<file path="src/rtl/uart_pid_frame_ctrl.sv">
// PID/data byte-pair frame controller: assembles gains a1/a2 from UART bytes
// and presents each completed set in a held valid/ready output slot.
module uart_pid_frame_ctrl #(
  parameter int unsigned TIMEOUT_CYCLES = 100000,
  parameter int unsigned CNT_W          = 17,
  parameter logic [7:0]  TEST_PID       = 8'h69
) (
  input  logic        clk,
  input  logic        rst,
  input  logic        rx_done,
  input  logic [7:0]  rx_byte,
  input  logic        out_ready,
  output logic        out_valid,
  output logic [31:0] a1,
  output logic [31:0] a2,
  output logic        out_test,
  output logic        err_timeout,
  output logic        err_pid,
  output logic        err_overrun,
  output logic        busy
);

  typedef enum logic [1:0] {IDLE, DATA, COMMIT} state_t;

  localparam logic [CNT_W-1:0] CNT_LAST = CNT_W'(TIMEOUT_CYCLES - 1);

  state_t           state, state_nxt;
  logic [7:0]       pid, pid_nxt;
  logic [CNT_W-1:0] cnt, cnt_nxt;
  logic [7:0]       flags, flags_nxt;
  logic [7:0][7:0]  work, work_nxt;
  logic             test_pend, test_pend_nxt;
  logic             out_valid_nxt, out_test_nxt;
  logic [31:0]      a1_nxt, a2_nxt;
  logic             err_timeout_nxt, err_pid_nxt, err_overrun_nxt;
  logic             data_pid, slot_free, load;
  logic [2:0]       idx;

  // Slots 0..3 hold a1 bytes (PID 0x10..0x13), slots 4..7 hold a2 bytes (0x20..0x23).
  assign data_pid  = (pid[7:2] == 6'b000100) || (pid[7:2] == 6'b001000);
  assign idx       = {pid[5], pid[1:0]};
  assign slot_free = !out_valid || out_ready;
  assign busy      = (state != IDLE) || (flags != 8'h00);

  always_comb begin
    state_nxt       = state;
    pid_nxt         = pid;
    cnt_nxt         = cnt;
    flags_nxt       = flags;
    work_nxt        = work;
    test_pend_nxt   = test_pend;
    out_valid_nxt   = out_valid;
    out_test_nxt    = out_test;
    a1_nxt          = a1;
    a2_nxt          = a2;
    err_timeout_nxt = 1'b0;
    err_pid_nxt     = 1'b0;
    err_overrun_nxt = 1'b0;
    load            = 1'b0;

    if (out_valid && out_ready) out_valid_nxt = 1'b0;

    case (state)
      IDLE: begin
        if (rx_done) begin
          pid_nxt   = rx_byte;
          cnt_nxt   = '0;
          state_nxt = DATA;
        end
      end
      DATA: begin
        if (rx_done) begin
          if (data_pid) begin
            work_nxt[idx]  = rx_byte;
            flags_nxt[idx] = 1'b1;
          end else if (pid == TEST_PID) begin
            work_nxt[3]   = rx_byte;
            work_nxt[7]   = rx_byte;
            flags_nxt     = 8'hFF;
            test_pend_nxt = 1'b1;
          end else begin
            err_pid_nxt = 1'b1;
          end
          if (flags_nxt == 8'hFF) begin
            if (slot_free) begin
              load      = 1'b1;
              state_nxt = IDLE;
            end else begin
              state_nxt = COMMIT;
            end
          end else begin
            state_nxt = IDLE;
          end
        end else if (cnt == CNT_LAST) begin
          err_timeout_nxt = 1'b1;
          state_nxt       = IDLE;
        end else begin
          cnt_nxt = cnt + CNT_W'(1);
        end
      end
      COMMIT: begin
        // Bytes arriving while a set waits for the slot are dropped, never parsed as PIDs.
        err_overrun_nxt = rx_done;
        if (slot_free) begin
          load      = 1'b1;
          state_nxt = IDLE;
        end
      end
      default: state_nxt = IDLE;
    endcase

    if (load) begin
      a1_nxt        = {work_nxt[0], work_nxt[1], work_nxt[2], work_nxt[3]};
      a2_nxt        = {work_nxt[4], work_nxt[5], work_nxt[6], work_nxt[7]};
      out_valid_nxt = 1'b1;
      out_test_nxt  = test_pend_nxt;
      flags_nxt     = 8'h00;
      test_pend_nxt = 1'b0;
    end
  end

  always_ff @(posedge clk) begin
    if (!rst) begin
      state       <= IDLE;
      pid         <= 8'h00;
      cnt         <= '0;
      flags       <= 8'h00;
      work        <= '0;
      test_pend   <= 1'b0;
      out_valid   <= 1'b0;
      out_test    <= 1'b0;
      a1          <= 32'h0;
      a2          <= 32'h0;
      err_timeout <= 1'b0;
      err_pid     <= 1'b0;
      err_overrun <= 1'b0;
    end else begin
      state       <= state_nxt;
      pid         <= pid_nxt;
      cnt         <= cnt_nxt;
      flags       <= flags_nxt;
      work        <= work_nxt;
      test_pend   <= test_pend_nxt;
      out_valid   <= out_valid_nxt;
      out_test    <= out_test_nxt;
      a1          <= a1_nxt;
      a2          <= a2_nxt;
      err_timeout <= err_timeout_nxt;
      err_pid     <= err_pid_nxt;
      err_overrun <= err_overrun_nxt;
    end
  end

endmodule
</file>
<file path="config.mk">
export PLATFORM = sky130hd
export DESIGN_NAME = uart_pid_frame_ctrl
export DESIGN_NICKNAME = d
export VERILOG_FILES = /design/src/rtl/uart_pid_frame_ctrl.sv
export SDC_FILE = /design/constraint.sdc
export NUM_CORES = 1
export LEC_CHECK = 0
export CORE_UTILIZATION = 41
export CTS_CLUSTER_DIAMETER = 100
export DETAILED_ROUTE_END_ITERATION = 16
export GPL_TIMING_DRIVEN = 0
export PLACE_DENSITY = 0.58
export RECOVER_POWER = 50
export SYNTH_ARGS = -nofsm -noshare
export SYNTH_HDL_FRONTEND = slang
export SYNTH_SLANG_ARGS = --single-unit
</file>
<file path="constraint.sdc">
create_clock -name clk -period 6 [get_ports clk]
set_input_delay 0.9 -clock clk [delete_from_list [all_inputs] [get_ports clk]]
set_output_delay 0.9 -clock clk [all_outputs]
set_load 0.01 [all_outputs]
</file>
After elaboration in Yosys (flattened, before gate mapping) --
Cells that the tools add are included.
Storage, ports and cells: output and inout bits 70, memory bits (read-only) 0, memories kept 0, bits in latches 0, memory bits (writable) 0, flip-flop bits (word level) 169
Operators by class: bitwise operators 4, shift-type cells 0, $lt $le $gt $ge 2, multiply operators 0, reduce and logical (&&, ||, !) cells 19, add/sub/neg operators 1, eq/ne operators 12, div/mod/pow operators 0, muxes and demuxes 40
Operators by type and width (number):
- two-way mux 64 bit | 2
- two-way mux 8 bit | 9
- bitwise mux 64 bit | 1
- two-way mux 17 bit | 3
- two-way mux 24 bit | 2
- case mux 17 bit (2 select lines) | 1
- demux 8 bit (select 3 bit) | 1
- adder 17 x 1 -> 17 bit, second input constant | 1
- == test 17 bit, second input constant | 1
- two-way mux 1 bit | 12
- two-way mux 2 bit | 6
- == test 8 x 7 -> 1 bit, second input constant | 1
- == test 8 bit, second input constant | 1
- inequality test 2 bit, second input constant | 4
- bitwise OR 8 bit | 1
- nonzero test 8 bit | 1
- == test 6 x 3 -> 1 bit, second input constant | 1
- == test 6 x 4 -> 1 bit, second input constant | 1
- case mux 2 bit (3 select lines) | 1
- AND reduction 2 bit | 3
- nonzero test 2 bit | 3
- less-than comparator 3 x 4 -> 1 bit, second input constant | 1
- AND reduction 4 bit | 1
- OR reduction 4 bit | 1
- other kinds (14) | 19

Logic depth before layout (Yosys ltp) --
Gate-level depths: netlist (run 1).
word-level depth 13, mapped depth 10

Worst setup path after synthesis (run 1) --
OpenSTA, ideal clock, no wires.
path kind in2reg, start in rx_done, end reg a2[28], path slack 3314 ps, arrival time 2547 ps, required time 5861 ps, stages on the path 9, path through clkbuf_1 nand4b_1 nor3_1 o221a_2 nand4_1 buf_2 buf_1 nand3_1 o211ai_2
On the way: cells in the longest elaborated chain, start to end 2, elaborated cells between the ends (all ways) 4, those cells by class mux: 4
Ends and longest elaborated chain:
- start: declaration | line 10 | input logic rx_done,
- two-way mux 1 bit / two-way mux 64 bit (equally long branches) | line 72 | if (rx_done) begin
- case mux 1 bit (2 select lines) / two-way mux 64 bit (equally long branches) | line 63 | case (state)
- end signal: assignment | line 147 | a2 <= a2_nxt;
- end: declaration | line 15 | output logic [31:0] a2,
Several ways; a longest one is shown, not always the timed one. A chain may end at the register's enable or synchronous reset.

Worst setup path in the final report (run 1) --
start reg pid[3], end reg a1[9]
On the way: cells in the longest elaborated chain, start to end 9, elaborated cells between the ends (all ways) 15, those cells by class eq/ne: 4; mux: 10; reduce/logical: 1
Ends and longest elaborated chain:
- start: declaration | line 28 | logic [7:0] pid, pid_nxt;
- start signal: assignment | line 139 | pid <= pid_nxt;
- == test 8 x 7 -> 1 bit, or another cell as far along | line 76 | end else if (pid == TEST_PID) begin
- two-way mux 8 bit / logical OR 1 bit (equally long branches) | line 76, 40
- two-way mux 8 bit | line 73 | if (data_pid) begin
- two-way mux 8 bit | line 72
- two-way mux 8 bit | line 63
- == test 8 bit | line 84 | if (flags_nxt == 8'hFF) begin
- two-way mux 1 bit | line 84
- two-way mux 1 bit | line 72
- case mux 1 bit (2 select lines) | line 63
- end signal: assignment | line 146 | a1 <= a1_nxt;
- end: declaration | line 14 | output logic [31:0] a1,
Several ways; a longest one is shown, not always the timed one. The select of a mux whose other input is x is not followed.

==> reports/results.txt, run 1 <==
Status = complete, but fails checks
Failing checks = capacitance limit, slew limit
Met3 Use GR = 0.05077
Synthesis-to-layout area growth = 20.95%
Global-route wire length before repair = 31.82 mm
Min Tclk post-route = 3842 ps
Syn Inst Count = 834
Yosys reg bits = 169
Die area = 0.01893 mm2
Vias = 6219
WP buf/inv = 2
Main flop type after synthesis = dfxtp_1
R2r startpoint = pid[3]$_SDFFE_PN0P_
Fin crit share = 0.6404
Synth Cell Area = 0.007538 mm2
Hold Path Stages = 2
Initial antenna violation count = 0
Largest net degree at the start of global routing = 18
Critical path class = reg -> reg
Crit path DAT = 4140 ps
Clock Skews = 13.18 ps
Clock-pin transition on the worst setup and hold timing paths = 70 ps
Max IR drop VDD = 0.1977 mV
DIE WIDTH = 137.6 um
Final ANT Viol Nets = 0
Clock sinks = 169
CTS tree = yes
Sequential element share of the synthesized area = 0.4488
Met2 Usage GRT = 0.3484
Total global routing overflow = 0
Post-placement cell area = 0.008546 mm2
Number of synthesis warnings = 0
Least-Margin Pin Slew = 2043 ps
EDFF count, synth = 0
Hold Vio Cnt, Final = 0
Required time of the worst setup path = 6300 ps
Via-to-Cell Ratio = 5.329
PortBufs = 72
Post-placement cell count = 1135
WL/cell = 17.27 um
Worst path cell trace = or4_1 > clkbuf_1 > clkbuf_1 > nor4_1 > mux2i_1 > nor2_2 > nand2_1 > o211ai_2
CP max FO = 10
GP Congestion = 0.7765
Hold-fix buffers, CTS = 0
CP endpoint kind = flop
H-Tree Depth = 4
GRT busiest layer = met2
Async set-or-reset flop fraction in the synthesized netlist = 0
Commonest non-fill, non-tap cells in the layout = dfxtp_1 (169), nand2_1 (137), nand3_1 (85)
Site Rows = 49
Floorplan die height = 137.6 um
Insertion delay to the later sink of the worst-skew pair = 440 ps
Post-route design area = 0.009117 mm2
Final net count = 941
R2R depth = 8
DRC = 0
Fmax = 0.2603 GHz
Syn nets = 850
Post-synthesis area per instance = 9.039 um2
Detail Placement HPWL = 13.52 mm
TritonRoute pass-1 iters = 5
Inserted Diodes = 0
Synth unique cells = 61
Final wirelength = 20.15 mm
Finish-stage setup viols = 0
Worst Hold End = flags[4]$_SDFFE_PP0P_
Slowest stage delay, CP = 1710 ps
P per Cell Area = 268.6 mW/mm2
Reg2reg setup slack = 2160 ps
Starting density of the core = 0.4197
RSZ-0062 raised after global routing = no
Root Driver = clkbuf_16
Leakage = 3.295 nW
Max-slew violation count = 27
Fillers = 1710
CP top delay family = simple AND/OR/NAND/NOR gates
Total power draw = 2.449 mW
# IOs = 82
CTS resizes = 0
Vias in the first global route = 5760
Max clock buf depth = 2
Initial DRC count = 387
Total CTS buffers = 17
Worst min-delay path class = reg -> reg
FF-to-FF End = a1[9]$_SDFFE_PN0P_
Final setup TNS = 0 ps
Element type at the critical path start = flop
Maxcap violations = 3
Hold Slack = 465.7 ps
GRT Total Usage = 0.2230
M1 GR Usage = 0.3067
Worst slew margin = -0.3745
Layout cells sized above 1 = 0.1429
Post-CTS Setup Inserts = 0
Crit-path most repeated cell = clkbuf_1
Most common cell after layout, fill and taps aside = dfxtp_1
Critical path's slowest cell = nor4_1
Hold Path Origin = flags[4]$_SDFFE_PP0P_
Non-Filler Instances = 1167
Core area = 0.01796 mm2
==> Yosys cell counts, types with 2 or more instances <==
library cell / count / area [um2]
a21oi_1: 13 / 65.06
nor2_1: 52 / 195.2
nand4_1: 8 / 50.05
or3_1: 5 / 31.28
o21ai_1: 3 / 15.01
mux2_2: 9 / 101.4
a22oi_1: 8 / 60.06
inv_1: 13 / 48.80
nor4_4: 4 / 85.08
clkbuf_1: 42 / 157.7
ha_1: 4 / 50.05
o221a_2: 2 / 22.52
o21ai_0: 7 / 35.03
nor3_4: 2 / 32.53
buf_4: 2 / 15.01
nand2_1: 137 / 514.2
xor2_1: 6 / 52.55
and2_1: 10 / 62.56
or2_2: 4 / 25.02
nor3_1: 9 / 45.04
o32ai_1: 2 / 17.52
a21boi_0: 8 / 60.06
buf_2: 13 / 65.06
dfxtp_1: 169 / 3383
nor4_1: 4 / 25.02
nand4b_1: 5 / 43.79
mux2i_1: 56 / 560.5
xnor2_1: 6 / 52.55
nand2b_1: 5 / 31.28
and3_1: 6 / 37.54
nand3_1: 85 / 425.4
o211ai_1: 33 / 247.7
nor4b_1: 2 / 17.52
o211ai_2: 32 / 400.4
buf_1: 9 / 33.78
nor2b_1: 4 / 25.02
nor2_2: 31 / 193.9
==> metal layers <==
layer | vias to the layer above | wire (um)
met1 | 2953 | 9868
met3 | 25 | 920
met2 | 130 | 9077
met4 | 0 | 285
met5 | - | 0
li1 | 3111 | -
==> metrics by stage <==
stage               utilization  setup slack (ps)
detailed placement       0.4757              2672
CTS                      0.5112              2932
global placement         0.4757              2648
floorplan                     -              3314
global route             0.5076              1805
finish                   0.5076              2158
==> final cells by class <==
class                   instances  area [um2]  share of cell area
multi-input cells             584        3762              0.4127
flip-flops and latches        169        3383              0.3711
repair buffers                 72       720.7             0.07904
clock buffers                  17       425.4             0.04666
well taps                     229       286.5             0.03143
plain buffers                  68       279.0             0.03060
clock inverters                15       211.5             0.02319
inverters                      13       48.80            0.005352
==> worst register-to-register path: stages, from the launching register on <==
cell      delay (ps)
dfxtp_1          390
or4_1            530
clkbuf_1         170
clkbuf_1         330
nor4_1          1710
mux2i_1          340
nor2_2            50
nand2_1          110
o211ai_2          70
==> registers in the layout, summed over array words and instances, names as in the netlist <==
register / count
a1: 32
test_pend: 1
out_valid: 1
out_test: 1
state: 2
cnt: 17
err_timeout: 1
a2: 32
err_pid: 1
work: 64
pid: 8
flags: 8
err_overrun: 1
==> how the worst max path moves through the flow <==
stage | startpoint | to | depth (start not counted) | slack, ps
global placement | rx_done | a2[30]$_SDFFE_PN0P_ | 9 | 2650
global route | pid[3]$_SDFFE_PN0P_ | a1[13]$_SDFFE_PN0P_ | 8 | 1810
detailed placement | rx_done | flags[0]$_SDFFE_PP0P_ | 7 | 2670
CTS | state[0]$_SDFFE_PN0P_ | busy | 5 | 2930
floorplan | rx_done | a2[28]$_SDFFE_PN0P_ | 9 | 3310
finish | pid[3]$_SDFFE_PN0P_ | a1[9]$_SDFFE_PN0P_ | 8 | 2160
==> logic make-up (layout without fill, tap and decap cells) <==
| logic type | Yosys count | count (layout) | share of synthesized area |
|---|---|---|---|
| muxes | 65 | 65 | 0.08780 |
| xor gates and xnor gates | 12 | 12 | 0.01394 |
| buffers and inverters | 81 | 185 | 0.04664 |
| DFF | 169 | 169 | 0.4488 |
| adders and majority gates | 4 | 4 | 0.006639 |
| AOI/OAI and AO/OA | 122 | 122 | 0.1419 |
| and+or+nand+nor | 381 | 381 | 0.2543 |
==> power by group <==
group / switching, mW / internal, mW
Combinational: 0.102 / 0.0291
Clock: 0.513 / 0.675
Sequential: 0.00480 / 1.13
Total: 0.619 / 1.83
Power figures use the tool's default switching activity.
==> inputs of run 2 (changes only) <==
Settings changed: PLACE_DENSITY 0.58 to 0.6.
Clock period 6 ns to 3.5 ns, I/O delays scaled along.
==> reports/results.txt, run 2 (synthesized netlist as in run 1, its figures left out) <==
Most common cell after layout, fill and taps aside = dfxtp_1
Fmax = 0.3357 GHz
Element type at the critical path start = flop
Max-slew violation count = 0
Final wirelength = 19.88 mm
Status = completed
Total global routing overflow = 0
Clock Skews = 11.32 ps
Final ANT Viol Nets = 0
Least-Margin Pin Slew = 983.5 ps
Required time of the worst setup path = 3790 ps
Commonest non-fill, non-tap cells in the layout = dfxtp_1 (169), nand2_1 (137), nand3_1 (85)
DIE WIDTH = 137.6 um
WL/cell = 17.04 um
Vias = 6140
Crit path DAT = 3270 ps
Initial DRC count = 327
Max reg flops = 64
Vias in the first global route = 5789
GRT Total Usage = 0.2186
CP max FO = 10
CTS tree = yes
Fin crit share = 0.8511
# IOs = 82
Hold Vio Cnt, Final = 0
CP endpoint kind = flop
CTS resizes = 0
Worst min-delay path class = reg -> reg
Synthesis-to-layout area growth = 20.88%
Root Driver = clkbuf_16
Total CTS buffers = 17
Finish-stage setup viols = 0
Worst slew margin = 0.3414
P per Cell Area = 445.8 mW/mm2
Hold-fix buffers, CTS = 0
TritonRoute pass-1 iters = 4
Min Tclk post-route = 2979 ps
Final net count = 941
Starting density of the core = 0.4197
Site Rows = 49
Inserted Diodes = 0
Global-route wire length before repair = 31.31 mm
Via-to-Cell Ratio = 5.261
Largest net degree at the start of global routing = 17
RSZ-0062 raised after global routing = no
Critical path class = reg -> reg
Core area = 0.01796 mm2
Core Util, Final = 0.5073
Die area = 0.01893 mm2
Detail Placement HPWL = 13.43 mm
Hold Slack = 463.0 ps
Maxcap violations = 0
Floorplan die height = 137.6 um
Max clock buf depth = 2
Initial antenna violation count = 0
Final setup TNS = 0 ps
Leakage = 3.290 nW
DRC = 0
GP Congestion = 0.7768
Fillers = 1724
Insertion delay to the later sink of the worst-skew pair = 430 ps
PortBufs = 72
Post-CTS Setup Inserts = 0
H-Tree Depth = 4
Largest reg by FF count = work
Max IR drop VDD = 0.3703 mV
Clock sinks = 169
Layout cells sized above 1 = 0.1429
Clock-pin transition on the worst setup and hold timing paths = 60 ps
Top flop regs = work (64), a1 (32), a2 (32)
-- run 2: cell count changes in the layout (fill, tap and decap cells not counted), sizes merged --
cell / previous run / this run
clkinvlp: 2 / 1
clkinv: 3 / 5
inv: 20 / 14
buf: 22 / 24
bufinv: 3 / 2
clkbuf: 63 / 67
-- run 2: metrics by stage --
stage	area, um2	worst slack (ps)	power (mW)	cells
floorplan	7538	1105	2.144	834
global route	9112	382.3	4.188	1167
detailed placement	8546	557.1	2.220	1135
CTS	9130	610.5	4.089	1167
finish	9112	521.0	4.062	1167
global placement	8546	536.4	2.222	1135
-- run 2: critical path: stages, from the launching register on --
cell and delay [ps]:
dfxtp_1 380, or4_1 530, clkbuf_1 200, buf_12 190
o32ai_2 310, o22a_2 240, a41oi_4 220, o21ai_1 640
nor2_1 110
-- run 2: path summary, 6_finish.rpt --
check                           cells after the start  slack (ps)                   from               endpoint
worst min-delay path                                2         460  flags[4]$_SDFFE_PP0P_  flags[4]$_SDFFE_PP0P_
worst max register to register                      8         520    pid[3]$_SDFFE_PN0P_  flags[2]$_SDFFE_PP0P_
worst min register to register                      2         460  flags[4]$_SDFFE_PP0P_  flags[4]$_SDFFE_PP0P_
worst max-delay path                                8         520    pid[3]$_SDFFE_PN0P_  flags[2]$_SDFFE_PP0P_
-- run 2: final cells by class --
class	count	area, um2	share of cell area
multi-input combinational	584	3794	0.4163
sequential	169	3383	0.3713
timing repair buffer	72	720.7	0.07909
clock buffer	23	467.9	0.05135
buffer	68	295.3	0.03240
tap	229	286.5	0.03144
clock inverter	9	116.4	0.01277
inverter	13	48.80	0.005355
-- run 2: where the power goes --
group	internal (mW)	switching, mW
Sequential	1.93	0.00774
Clock	1.10	0.796
Combinational	0.0560	0.175
Total	3.08	0.979
-- run 2: per-layer routing --
metal / track usage / routed length [um] / up-vias
met2: 0.3442 / 9036 / 102
met5: 0 / 0 / -
met4: 0.04945 / 167 / 0
met1: 0.2999 / 9600 / 2931
li1: - / - / 3091
met3: 0.05261 / 1077 / 16
